`src/rtl/bp_ctrl.sv`:
```
// bp_ctrl: branch resolution and BTB update controller at the EX stage.
//
// Compares each resolved branch against the prediction carried down on
// bp_to_ex_bus, drives the fetch redirect on br_bus, and queues BTB
// WRITE/KILL requests in a small in-order FIFO. The FIFO drains to the BTB
// write port over a valid/ready handshake. An inv_all pulse empties the FIFO
// and sequences a CLR sweep over every BTB entry.
//
// Ports:
//   clk, rst            clock, synchronous active-low reset
//   stall[5:0]          stall bus; stall[4] set holds EX
//   flush               kills EX resolution this cycle
//   ex_valid/pc/taken/target  resolved EX instruction
//   bp_to_ex_bus[32:0]  {pred_e, pred_target}
//   br_bus[32:0]        {redirect_e, redirect_target}, combinational
//   upd_valid/ready     BTB update handshake
//   upd_op              00 WRITE, 01 KILL, 10 CLR
//   upd_pc/target/idx   update payload
//   inv_all             one-cycle request to invalidate the whole BTB
//   busy                sweep in progress
//   mispredict_cnt      saturating redirect count
//   ovf_cnt             saturating dropped-update count
module bp_ctrl #(
  parameter int DEPTH = 4,
  parameter int WAYS  = 2,
  localparam int IW   = (WAYS > 1) ? $clog2(WAYS) : 1
) (
  input  logic          clk,
  input  logic          rst,
  input  logic [5:0]    stall,
  input  logic          flush,
  input  logic          ex_valid,
  input  logic [31:0]   ex_pc,
  input  logic          ex_taken,
  input  logic [31:0]   ex_target,
  input  logic [32:0]   bp_to_ex_bus,
  output logic [32:0]   br_bus,
  output logic          upd_valid,
  input  logic          upd_ready,
  output logic [1:0]    upd_op,
  output logic [31:0]   upd_pc,
  output logic [31:0]   upd_target,
  output logic [IW-1:0] upd_idx,
  input  logic          inv_all,
  output logic          busy,
  output logic [31:0]   mispredict_cnt,
  output logic [15:0]   ovf_cnt
);

  localparam int AW = $clog2(DEPTH);
  localparam int CW = AW + 1;

  localparam logic [1:0]    OP_WRITE = 2'b00;
  localparam logic [1:0]    OP_KILL  = 2'b01;
  localparam logic [1:0]    OP_CLR   = 2'b10;
  localparam logic [IW-1:0] LAST_IDX = IW'(WAYS - 1);
  localparam logic [CW-1:0] FULL_CNT = CW'(DEPTH);

  typedef enum logic {RUN = 1'b0, SWEEP = 1'b1} state_t;

  function automatic logic [31:0] sat_inc32(input logic [31:0] v);
    return (v == 32'hFFFF_FFFF) ? v : v + 32'd1;
  endfunction

  function automatic logic [15:0] sat_inc16(input logic [15:0] v);
    return (v == 16'hFFFF) ? v : v + 16'd1;
  endfunction

  state_t        state, next_state;
  logic [IW-1:0] sweep_idx;

  logic [1:0]    mem_op  [DEPTH];
  logic [31:0]   mem_pc  [DEPTH];
  logic [31:0]   mem_tgt [DEPTH];
  logic [AW-1:0] wr_ptr, rd_ptr;
  logic [CW-1:0] count;

  logic          pred_e;
  logic [31:0]   pred_target;
  logic          fire;
  logic          redir_taken, redir_nt, redirect;
  logic [31:0]   redir_target;
  logic          full, handshake, pop, enq_ok, push, drop;
  logic          unused_stall;

  // Only the EX stop bit of the stall bus matters here.
  assign unused_stall = ^{stall[5], stall[3:0]};

  assign pred_e      = bp_to_ex_bus[32];
  assign pred_target = bp_to_ex_bus[31:0];
  assign fire        = ex_valid & ~stall[4] & ~flush;

  // Taken but unpredicted or predicted to the wrong place: install the real
  // target. Predicted but not taken: fall through past the delay slot and
  // remove the stale entry.
  assign redir_taken  = ex_taken & (~pred_e | (pred_target != ex_target));
  assign redir_nt     = pred_e & ~ex_taken;
  assign redirect     = fire & (redir_taken | redir_nt);
  assign redir_target = redir_taken ? ex_target : ex_pc + 32'd8;

  assign br_bus = (rst && redirect) ? {1'b1, redir_target} : 33'd0;

  assign full      = (count == FULL_CNT);
  assign handshake = upd_valid & upd_ready;
  assign pop       = (state == RUN) & handshake;
  // Updates are only accepted while draining normally; inv_all and sweeps
  // discard them without counting them as overflow.
  assign enq_ok    = redirect & (state == RUN) & ~inv_all;
  assign push      = enq_ok & (~full | pop);
  assign drop      = enq_ok & full & ~pop;

  // State register
  always_ff @(posedge clk) begin
    if (!rst) state <= RUN;
    else      state <= next_state;
  end

  // Next-state logic
  always_comb begin
    next_state = state;
    case (state)
      RUN:   if (inv_all) next_state = SWEEP;
      SWEEP: begin
        if (inv_all)                                next_state = SWEEP;
        else if (upd_ready && sweep_idx == LAST_IDX) next_state = RUN;
      end
      default: next_state = RUN;
    endcase
  end

  // Output logic: payloads read as zero whenever nothing is offered.
  always_comb begin
    upd_valid  = 1'b0;
    upd_op     = OP_WRITE;
    upd_pc     = 32'd0;
    upd_target = 32'd0;
    upd_idx    = '0;
    busy       = 1'b0;
    case (state)
      RUN: begin
        if (count != '0) begin
          upd_valid  = 1'b1;
          upd_op     = mem_op[rd_ptr];
          upd_pc     = mem_pc[rd_ptr];
          upd_target = mem_tgt[rd_ptr];
        end
      end
      SWEEP: begin
        upd_valid = 1'b1;
        upd_op    = OP_CLR;
        upd_idx   = sweep_idx;
        busy      = 1'b1;
      end
      default: ;
    endcase
  end

  // Sweep counter; inv_all restarts from entry 0 even mid-sweep.
  always_ff @(posedge clk) begin
    if (!rst || inv_all) begin
      sweep_idx <= '0;
    end else if (state == SWEEP && upd_ready) begin
      sweep_idx <= (sweep_idx == LAST_IDX) ? '0 : sweep_idx + 1'b1;
    end
  end

  // FIFO control
  always_ff @(posedge clk) begin
    if (!rst || inv_all) begin
      wr_ptr <= '0;
      rd_ptr <= '0;
      count  <= '0;
    end else begin
      if (push) wr_ptr <= wr_ptr + 1'b1;
      if (pop)  rd_ptr <= rd_ptr + 1'b1;
      case ({push, pop})
        2'b10:   count <= count + 1'b1;
        2'b01:   count <= count - 1'b1;
        default: count <= count;
      endcase
    end
  end

  // FIFO storage; contents are only observed through count, so no reset.
  always_ff @(posedge clk) begin
    if (push) begin
      mem_op[wr_ptr]  <= redir_taken ? OP_WRITE : OP_KILL;
      mem_pc[wr_ptr]  <= ex_pc;
      mem_tgt[wr_ptr] <= redir_taken ? ex_target : 32'd0;
    end
  end

  // Statistics
  always_ff @(posedge clk) begin
    if (!rst) begin
      mispredict_cnt <= 32'd0;
      ovf_cnt        <= 16'd0;
    end else begin
      if (redirect) mispredict_cnt <= sat_inc32(mispredict_cnt);
      if (drop)     ovf_cnt        <= sat_inc16(ovf_cnt);
    end
  end

endmodule

```
`config.mk`:
```
export PLATFORM = sky130hd
export DESIGN_NAME = bp_ctrl
export DESIGN_NICKNAME = d
export VERILOG_FILES = /design/src/rtl/bp_ctrl.sv
export SDC_FILE = /design/constraint.sdc
export NUM_CORES = 1
export LEC_CHECK = 0
export BUFFER_PORTS_ARGS = -buffer_cell sky130_fd_sc_hd__buf_2
export CAP_MARGIN = 20
export CORE_MARGIN = 2
export CORE_UTILIZATION = 41
export CTS_BUF_LIST = sky130_fd_sc_hd__clkbuf_2
export DETAILED_ROUTE_END_ITERATION = 8
export GPL_ROUTABILITY_DRIVEN = 0
export PLACE_DENSITY = 0.62
export SETUP_SLACK_MARGIN = 0.02
export SLEW_MARGIN = 40
export SYNTH_ARGS = -nofsm -noshare
export SYNTH_HDL_FRONTEND = slang
export SYNTH_SLANG_ARGS = --single-unit
```
`constraint.sdc`:
```
create_clock -name clk -period 4.15 [get_ports clk]
set_clock_uncertainty 0.15 [all_clocks]
set_input_delay 0.415 -clock clk [delete_from_list [all_inputs] [get_ports clk]]
set_output_delay 0.415 -clock clk [all_outputs]
set_load 0.01 [all_outputs]
```
==> metrics, run 1 <==
1st-pass router iterations=5; Post-Syn Instances=between 1k and 1.5k; sequential area share after synthesis=0.619; final hold violations=0; die width=a little under 200 um; crit end category=primary output; Post-CTS Resized=0; cts-stage hold buffer count=72; final worst slack=0.341 ns; Slew @ Worst Pin=0.689 ns; first-pass GRT wire length=between 50000 and 60000 um; IO Count=260; Syn-to-layout area delta=23.2%; maximum clock rate=between 200 and 300 MHz; final period utilization=0.918; Setup Buffers After CTS=0; DR vias/cell=5.17; worst r2r src=state; max cap viols=0; Reg2Reg Depth=4; # port buffers=254; initial antenna violation count=2; Num CTS Buffers=83; die area=0.0369 mm2; Routed WL per cell=19.3 um; GRT overflow=0; Post-DP HPWL=approximately 25000 um; nets@finish=1514; post-synthesis cell area=0.0145 mm2; post-route design area=0.0179 mm2; Yosys Warn Count=0; final WL=between 30000 and 40000 um; pre-CTS setup slack=around 0.67 ns; VDD IR max=0.000198 V; clk sink count=approximately 320; Reg-to-Reg End=mem_tgt[0][1]; setup TNS=0 ns; total global-route track usage=0.202; Hold Path Origin=bp_to_ex_bus[32]; post-synthesis async set-or-reset flop share=0; hold crit path type=input pin to flop; status=finished, final reports clean; Vias=slightly below 10k; CTS root buf=clkbuf_2; Final min period=3.81 ns; PwrDens=329 mW/mm2; Routed Antenna Nets=0; Distinct cells, synth=57; Crit Path Class=input pin to primary output; Slew Viols, Final=0; crit path launch type=input pin; hold path depth=6; Die Y=about 190 um; worst skew pair latency=about 0.88 ns; Final setup viols=0; placed cell count=between 1.5k and 2k; Max FO, Critical Path=26; dpl cell area=0.0164 mm2; Remaining DRCs=0; CTS H-tree lvls=3; commonest non-fill, non-tap cells in the layout=edfxtp_1 (260), buf_2 (254), clkbuf_2 (124), and2_1 (104), dlygate4sd3_1 (72); Mean Syn Cell Area=~14 um2; hold endpoint=mispredict_cnt[2]; largest net degree at the start of global routing=67; clock buffer depth=3; most common cell after layout, fill and taps aside=edfxtp_1; layout cells sized above 1=0.339; final std cells w/o fill=roughly 1.9k; worst path required time=about 3.6 ns; core box area=roughly 0.035 mm2; ys flop type=edfxtp_1; Rel. slew slack=0.537; vias in the first global route=about 10k; Synthesized Nets=1137; EDFF count, synth=260; RSZ-0062 raised after global routing=no; CTS clk-pin slew, worst paths=approximately 0.10 ns; # rows=between 60 and 70; 1st-iter DRT viols=slightly below 700; Starting Density=0.418; CTS tree=done; register bit total from synthesis=about 320; Leak Pwr=between 6 and 7 nW; R2R setup slack=about 1.2 ns; crit path DAT=3.24 ns
## per-stage QoR
stage	util	hold WS (ns)	power (W)
floorplan	-	0.335	0.00369
global route	0.515	0.0699	0.00619
CTS	0.515	0.0913	0.00598
global placement	0.468	0.313	0.00385
detailed placement	0.473	0.336	0.00385
finish	0.515	0.166	0.00589
## worst max-delay path, stage by stage
cell	delay, ns
dlygate4sd3_1	0.55
buf_2	0.16
xnor2_1	0.29
nand4_1	0.15
nor4_2	0.38
nand2_1	0.10
o21a_1	0.20
inv_2	0.29
buf_12	0.27
mux2i_1	0.20
nor2_1	0.08
buf_2	0.15
## synthesized netlist by cell type, types with 2 or more instances
library cell,instances,area [um2]
o31ai_1,22,165
buf_2,9,45.0
ha_1,7,87.6
o21ai_0,3,15.0
xnor2_1,47,412
buf_4,6,45.0
nand2_1,49,184
edfxtp_1,260,7810
nand3_1,30,150
nor2b_1,3,18.8
nor3_4,3,48.8
mux4_2,65,1460
nand4_2,2,25.0
nor3_1,11,55.1
or2_2,3,18.8
nand4_1,27,169
mux2i_1,50,500
or3_1,4,25.0
and2_1,108,676
and4_1,6,52.6
or4_1,22,165
xor2_1,20,175
nor2_1,64,240
and3_1,12,75.1
buf_1,3,11.3
dfxtp_1,59,1180
a21oi_1,27,135
inv_1,15,56.3
nand2b_1,18,113
clkbuf_1,34,128
nor4_1,4,25.0
## where the power goes
part	leakage, nW	internal (W)	switching [W]	total, W
Sequential	2.84	0.00346	0.00000574	0.00346
Combinational	3.43	0.000165	0.000205	0.000370
Clock	0.579	0.000801	0.00125	0.00205
Total	6.84	0.00442	0.00146	0.00589
## registers in the layout, summed over array words and instances, names as in the netlist, named ones only
name	cells
mem_tgt	128
mem_pc	128
mispredict_cnt	32
sweep_idx	1
rd_ptr	2
mem_op	4
wr_ptr	2
ovf_cnt	16
state	1
count	3
## cell families after synthesis
| group | count (synthesis) | synth area share |
|---|---|---|
| xor+xnor | 67 | 0.0404 |
| mux | 116 | 0.136 |
| simple gates | 376 | 0.147 |
| buf+inv | 70 | 0.0210 |
| compound gates | 63 | 0.0283 |
| flops | 319 | 0.619 |
| fa+ha+maj | 8 | 0.00741 |
## layout make-up
class	count	area, um2
clock inverters	27	110
inverters	17	63.8
diodes	5	12.5
fillers	3042	16800
well taps	455	569
flip-flops and latches	319	9000
clock buffers	124	621
repair buffers	345	2270
multi-input cells	630	5240
## how the worst max path moves through the flow
| stage | slack, ns | end | depth (start not counted) | start |
|---|---|---|---|---|
| finish | 0.34 | br_bus[11] | 12 | ex_target[8] |
| global route | 0.1 | br_bus[19] | 11 | ex_pc[3] |
| CTS | 0.29 | br_bus[11] | 12 | ex_target[8] |
| detailed placement | 0.67 | mem_tgt[0][28] | 7 | ex_taken |
| global placement | 0.58 | mem_tgt[1][28] | 6 | ex_taken |
| floorplan | 0.27 | mem_op[1] | 5 | stall[4] |
## routing by layer
layer  GRT usage  part of all wire  vias to the layer above
met1       0.257              0.42                     4867
li1            -                 -                     4679
met2       0.333              0.48                      333
met3      0.0492             0.069                       63
met4      0.0793             0.028                        0
met5           0                 0                        -
Power figures use the tool's default switching activity.
==> inputs of run 2 (changes only) <==
- ABC_CLOCK_PERIOD_IN_PS: not set -> 4150
- CORE_MARGIN: 2 -> 5
==> run 2 against run 1 <==
Compared with the run above:
- sequential cell count is the same
- critical path depth is the same
- power shrank 0.21%
- first-iteration DRC count shrank 30%
==> metrics, run 2 (synthesized netlist as in run 1, its figures left out) <==
fillers=3103; Starting Density=0.412; crit path DAT=approximately 3.3 ns; number of cells on the critical path=12; vias in the first global route=10.3k; worst path required time=about 3.6 ns; layout cells sized above 1=0.334; GRT overflow=0; crit path launch type=input pin; max cap viols=0; clk sink count=319; Remaining DRCs=0; Rel. slew slack=0.518; Final setup viols=0; Crit-path slowest cell=dlygate4sd3_1; core box area=~0.035 mm2; VDD IR max=roughly 0.00015 V; Crit Path Class=input pin to primary output; CTS root buf=clkbuf_2; hold crit path type=input pin to flop; Routed Antenna Nets=0; Max FO, Critical Path=28; commonest non-fill, non-tap cells in the layout=edfxtp_1 (260), buf_2 (254), clkbuf_2 (113), and2_1 (104), dlygate4sd3_1 (72); die width=between 150 and 200 um; final period utilization=0.924; Post-DP HPWL=25100 um; crit end category=primary output; WP buf/inv=5; # rows=slightly below 70; 1st-pass router iterations=4; die area=slightly below 0.04 mm2; most frequent CP cell=buf_2; total global-route track usage=0.189; Final min period=approximately 3.8 ns; Syn-to-layout area delta=23.4%; final WL=between 30000 and 40000 um; hold path depth=2; DR vias/cell=5.20; CTS clk-pin slew, worst paths=about 0.10 ns; Reg2Reg Depth=6; worst skew pair latency=around 0.85 ns; Cell Chain, Critical Path=dlygate4sd3_1 -> buf_2 -> xnor2_1 -> nand4_1 -> nor4_2 -> nand2_1 -> o21a_1 -> inv_2 -> buf_12 -> mux2i_1 -> nor2_1 -> buf_2; Die Y=around 200 um; CTS H-tree lvls=3; Top delay family on crit path=buffers and inverters; RSZ-0062 raised after global routing=no; Routed WL per cell=about 20 um; maximum clock rate=261 MHz; Slew @ Worst Pin=a little over 0.7 ns; initial antenna violation count=2; most common cell after layout, fill and taps aside=edfxtp_1; CTS tree=done; Largest regs=mem_pc (128), mem_tgt (128), mispredict_cnt (32); nets@finish=about 1.5k; Crit path largest cell delay=roughly 0.54 ns; final hold violations=0; first-pass GRT wire length=about 57000 um; largest net degree at the start of global routing=53; setup TNS=0 ns; Num CTS Buffers=83; status=finished, final reports clean; 1st-iter DRT viols=approximately 480; # port buffers=254; Vias=about 10k; IO Count=between 200 and 300; Leak Pwr=6.83 nW; Slew Viols, Final=0; Min Hold Slack=just under 0.2 ns; clock buffer depth=3; PwrDens=328 mW/mm2
-- run 2: changes by cell type in the layout (fill, tap and decap cells not counted), sizes merged --
cell	before	now
buf	273	275
inv	21	19
diode	5	2
clkinv	22	25
bufinv	0	1
clkbuf	124	113
-- run 2: metal layers --
metal	GRT usage	up-vias	wire, um
met5	0	-	0
met4	0.0635	0	908
met3	0.0483	66	2590
met2	0.318	317	18900
met1	0.241	4907	15500
li1	-	4675	-
-- run 2: power breakdown --
| part | total (W) | internal [W] | switching, W |
|---|---|---|---|
| Combinational | 0.000369 | 0.000166 | 0.000203 |
| Sequential | 0.00346 | 0.00346 | 0.00000562 |
| Clock | 0.00204 | 0.000800 | 0.00124 |
| Total | 0.00588 | 0.00442 | 0.00145 |
-- run 2: timing repair --
item                                   4_1_cts  5_1_grt
hold buffers                                72        0
endpoints found under the hold margin      285        0
resized for setup                            0        0
setup buffers                                0        0
setup endpoints to repair                    0        0
-- run 2: worst paths after layout --
path / endpoint / slack [ns] / startpoint
worst max register to register: count[2] / 1.38 / state
worst max-delay path: br_bus[19] / 0.32 / ex_target[21]
worst min register to register: ovf_cnt[15] / 0.34 / ovf_cnt[15]
worst min-delay path: mem_pc[0][1] / 0.20 / ex_pc[1]
-- run 2: stage by stage --
step | setup slack, ns | area (um2) | instances | utilization | total power (W)
after floorplan | 0.273 | 14500 | 1019 | - | 0.00369
after global placement | 0.582 | 16300 | 1692 | 0.462 | 0.00385
after detailed placement | 0.828 | 16500 | 1702 | 0.467 | 0.00386
after CTS | 0.290 | 17900 | 1916 | 0.508 | 0.00599
after global routing | 0.130 | 17900 | 1917 | 0.508 | 0.00619
final | 0.317 | 17900 | 1918 | 0.508 | 0.00588
-- run 2: area by class of cell --
class	instances	area, um2	area share
Multi-Input combinational cell	630	5240	0.293
Tap cell	461	577	0.0322
Clock inverter	29	145	0.00811
Clock buffer	113	566	0.0316
Inverter	17	63.8	0.00356
Timing Repair Buffer	347	2310	0.129
Antenna cell	2	5.00	0.000280
Sequential cell	319	9000	0.503
-- run 2: worst reg2reg max path: cells and delay by family (launching register included) --
family                     cells  cell delay [ns]
AOI/OAI and AO/OA              2             0.48
adders and majority gates      1             0.43
buffers and inverters          1             0.09
DFF                            1             0.44
and+or+nand+nor                2             1.06
==> inputs of run 3 (changes only) <==
- CTS_BUF_LIST: sky130_fd_sc_hd__clkbuf_2 -> sky130_fd_sc_hd__clkbuf_4
==> run 3 against run 2 <==
Compared with the run above:
- sequential share of layout area down 0.55 points
- clock power up 30%
- first-iteration DRC count up 4.8%
==> metrics, run 3 (synthesized netlist as in run 1, its figures left out) <==
area of the multi-input gates=roughly 0.0052 mm2; total global-route track usage=0.188; VDD IR max=about 0.00017 V; # port buffers=around 250; 1st-iter DRT viols=498; hold crit path type=input pin to flop; die width=about 200 um; Final min period=around 3.8 ns; layout cells sized above 1=0.344; 1st-pass router iterations=5; maximum clock rate=between 200 and 300 MHz; core box area=about 0.035 mm2; crit end category=primary output; largest net degree at the start of global routing=53; commonest non-fill, non-tap cells in the layout=edfxtp_1 (260), buf_2 (254), clkbuf_4 (126), and2_1 (104), mux4_2 (65); Syn-to-layout area delta=24.7%; DR vias/cell=between 5 and 6; # rows=slightly below 70; vias in the first global route=between 10k and 15k; Starting Density=0.412; Post-DP HPWL=25100 um; CTS H-tree lvls=3; Remaining DRCs=0; Final setup viols=0; IO Count=260; Post-CTS Resized=0; final period utilization=0.916; nets@finish=roughly 1.5k; Min Hold Slack=~0.066 ns; Crit Path Class=input pin to primary output; Routed Antenna Nets=0; Reg area=roughly 0.009 mm2; initial antenna violation count=2; clock buffer depth=3; status=finished, final reports clean; worst path required time=between 3 and 4 ns; crit path launch type=input pin; Rel. slew slack=0.513; final WL=about 38000 um; first-pass GRT wire length=about 57000 um; CTS tree=done; Largest regs=mem_pc (128), mem_tgt (128), mispredict_cnt (32); crit path DAT=3.24 ns; CTS clk-pin slew, worst paths=roughly 0.06 ns; Max FO, Critical Path=28; max cap viols=0; Leak Pwr=6.86 nW; clk sink count=roughly 320; Die Y=198 um; most common cell after layout, fill and taps aside=edfxtp_1; Slew Viols, Final=0; setup TNS=0 ns; Vias=roughly 9.9k; Num CTS Buffers=84; final hold violations=0; RSZ-0062 raised after global routing=no; GRT overflow=0; Routed WL per cell=around 20 um; PwrDens=358 mW/mm2; worst skew pair latency=roughly 0.66 ns; CTS root buf=clkbuf_4; die area=approximately 0.039 mm2; fillers=approximately 3.1k; Slew @ Worst Pin=roughly 0.73 ns
-- run 3: cell types whose count changed in the layout (fill, tap and decap cells not counted), sizes merged --
| cell | delta |
|---|---|
| clkbuf | +13 |
| clkinv | -13 |
| dlygate4sd3 | -13 |
| diode | +1 |
| inv | -1 |
-- run 3: per-layer routing --
layer | routed length, um | GRT usage | share of wire
met1 | 15500 | 0.239 | 0.41
met2 | 18800 | 0.318 | 0.50
met3 | 2590 | 0.0497 | 0.069
met4 | 725 | 0.0548 | 0.019
met5 | 0 | 0 | 0
-- run 3: where the power goes --
group | internal (W) | leakage (nW) | total, W | switching (W)
combinational | 0.000158 | 3.39 | 0.000360 | 0.000202
clock | 0.00144 | 0.627 | 0.00266 | 0.00122
sequential | 0.00346 | 2.84 | 0.00347 | 0.00000569
total | 0.00506 | 6.86 | 0.00649 | 0.00143
-- run 3: area by class of cell --
type / count / share of cell area
Antenna cell: 3 / 0.000415
Clock buffer: 126 / 0.0523
Clock inverter: 15 / 0.00498
Inverter: 17 / 0.00353
Multi-Input combinational cell: 630 / 0.289
Sequential cell: 319 / 0.497
Tap cell: 461 / 0.0319
Timing Repair Buffer: 334 / 0.121
-- run 3: stage by stage --
step | std cells | instance area, um2 | worst slack [ns] | power (W) | utilization
floorplan | 1019 | 14500 | 0.273 | 0.00369 | -
global placement | 1692 | 16300 | 0.582 | 0.00385 | 0.462
detailed placement | 1702 | 16500 | 0.828 | 0.00386 | 0.467
CTS | 1902 | 18100 | 0.306 | 0.00659 | 0.514
global route | 1904 | 18100 | 0.175 | 0.00680 | 0.514
finish | 1905 | 18100 | 0.349 | 0.00649 | 0.514
-- run 3: timing repair --
action	4_1_cts	5_1_grt
hold endpoints to repair	224	0
hold buffers	59	0
setup buffers	0	0
-- run 3: critical path, stage by stage --
cell and delay [ns]:
dlygate4sd3_1 0.54, buf_2 0.15, xnor2_1 0.30, nand4_1 0.15, nor4_2 0.40, nand2_1 0.08
o21a_1 0.20, inv_2 0.24, buf_12 0.26, mux2i_1 0.23, nor2_1 0.09, buf_2 0.15
-- run 3: path summary, 6_finish.rpt --
path	startpoint	end	slack, ns	cells after the start
hold reg to reg	ovf_cnt[15]	ovf_cnt[15]	0.34	2
setup reg to reg	state	count[2]	1.40	6
hold / removal	ex_target[30]	mem_tgt[2][30]	0.07	2
setup / recovery	ex_target[8]	br_bus[19]	0.35	12
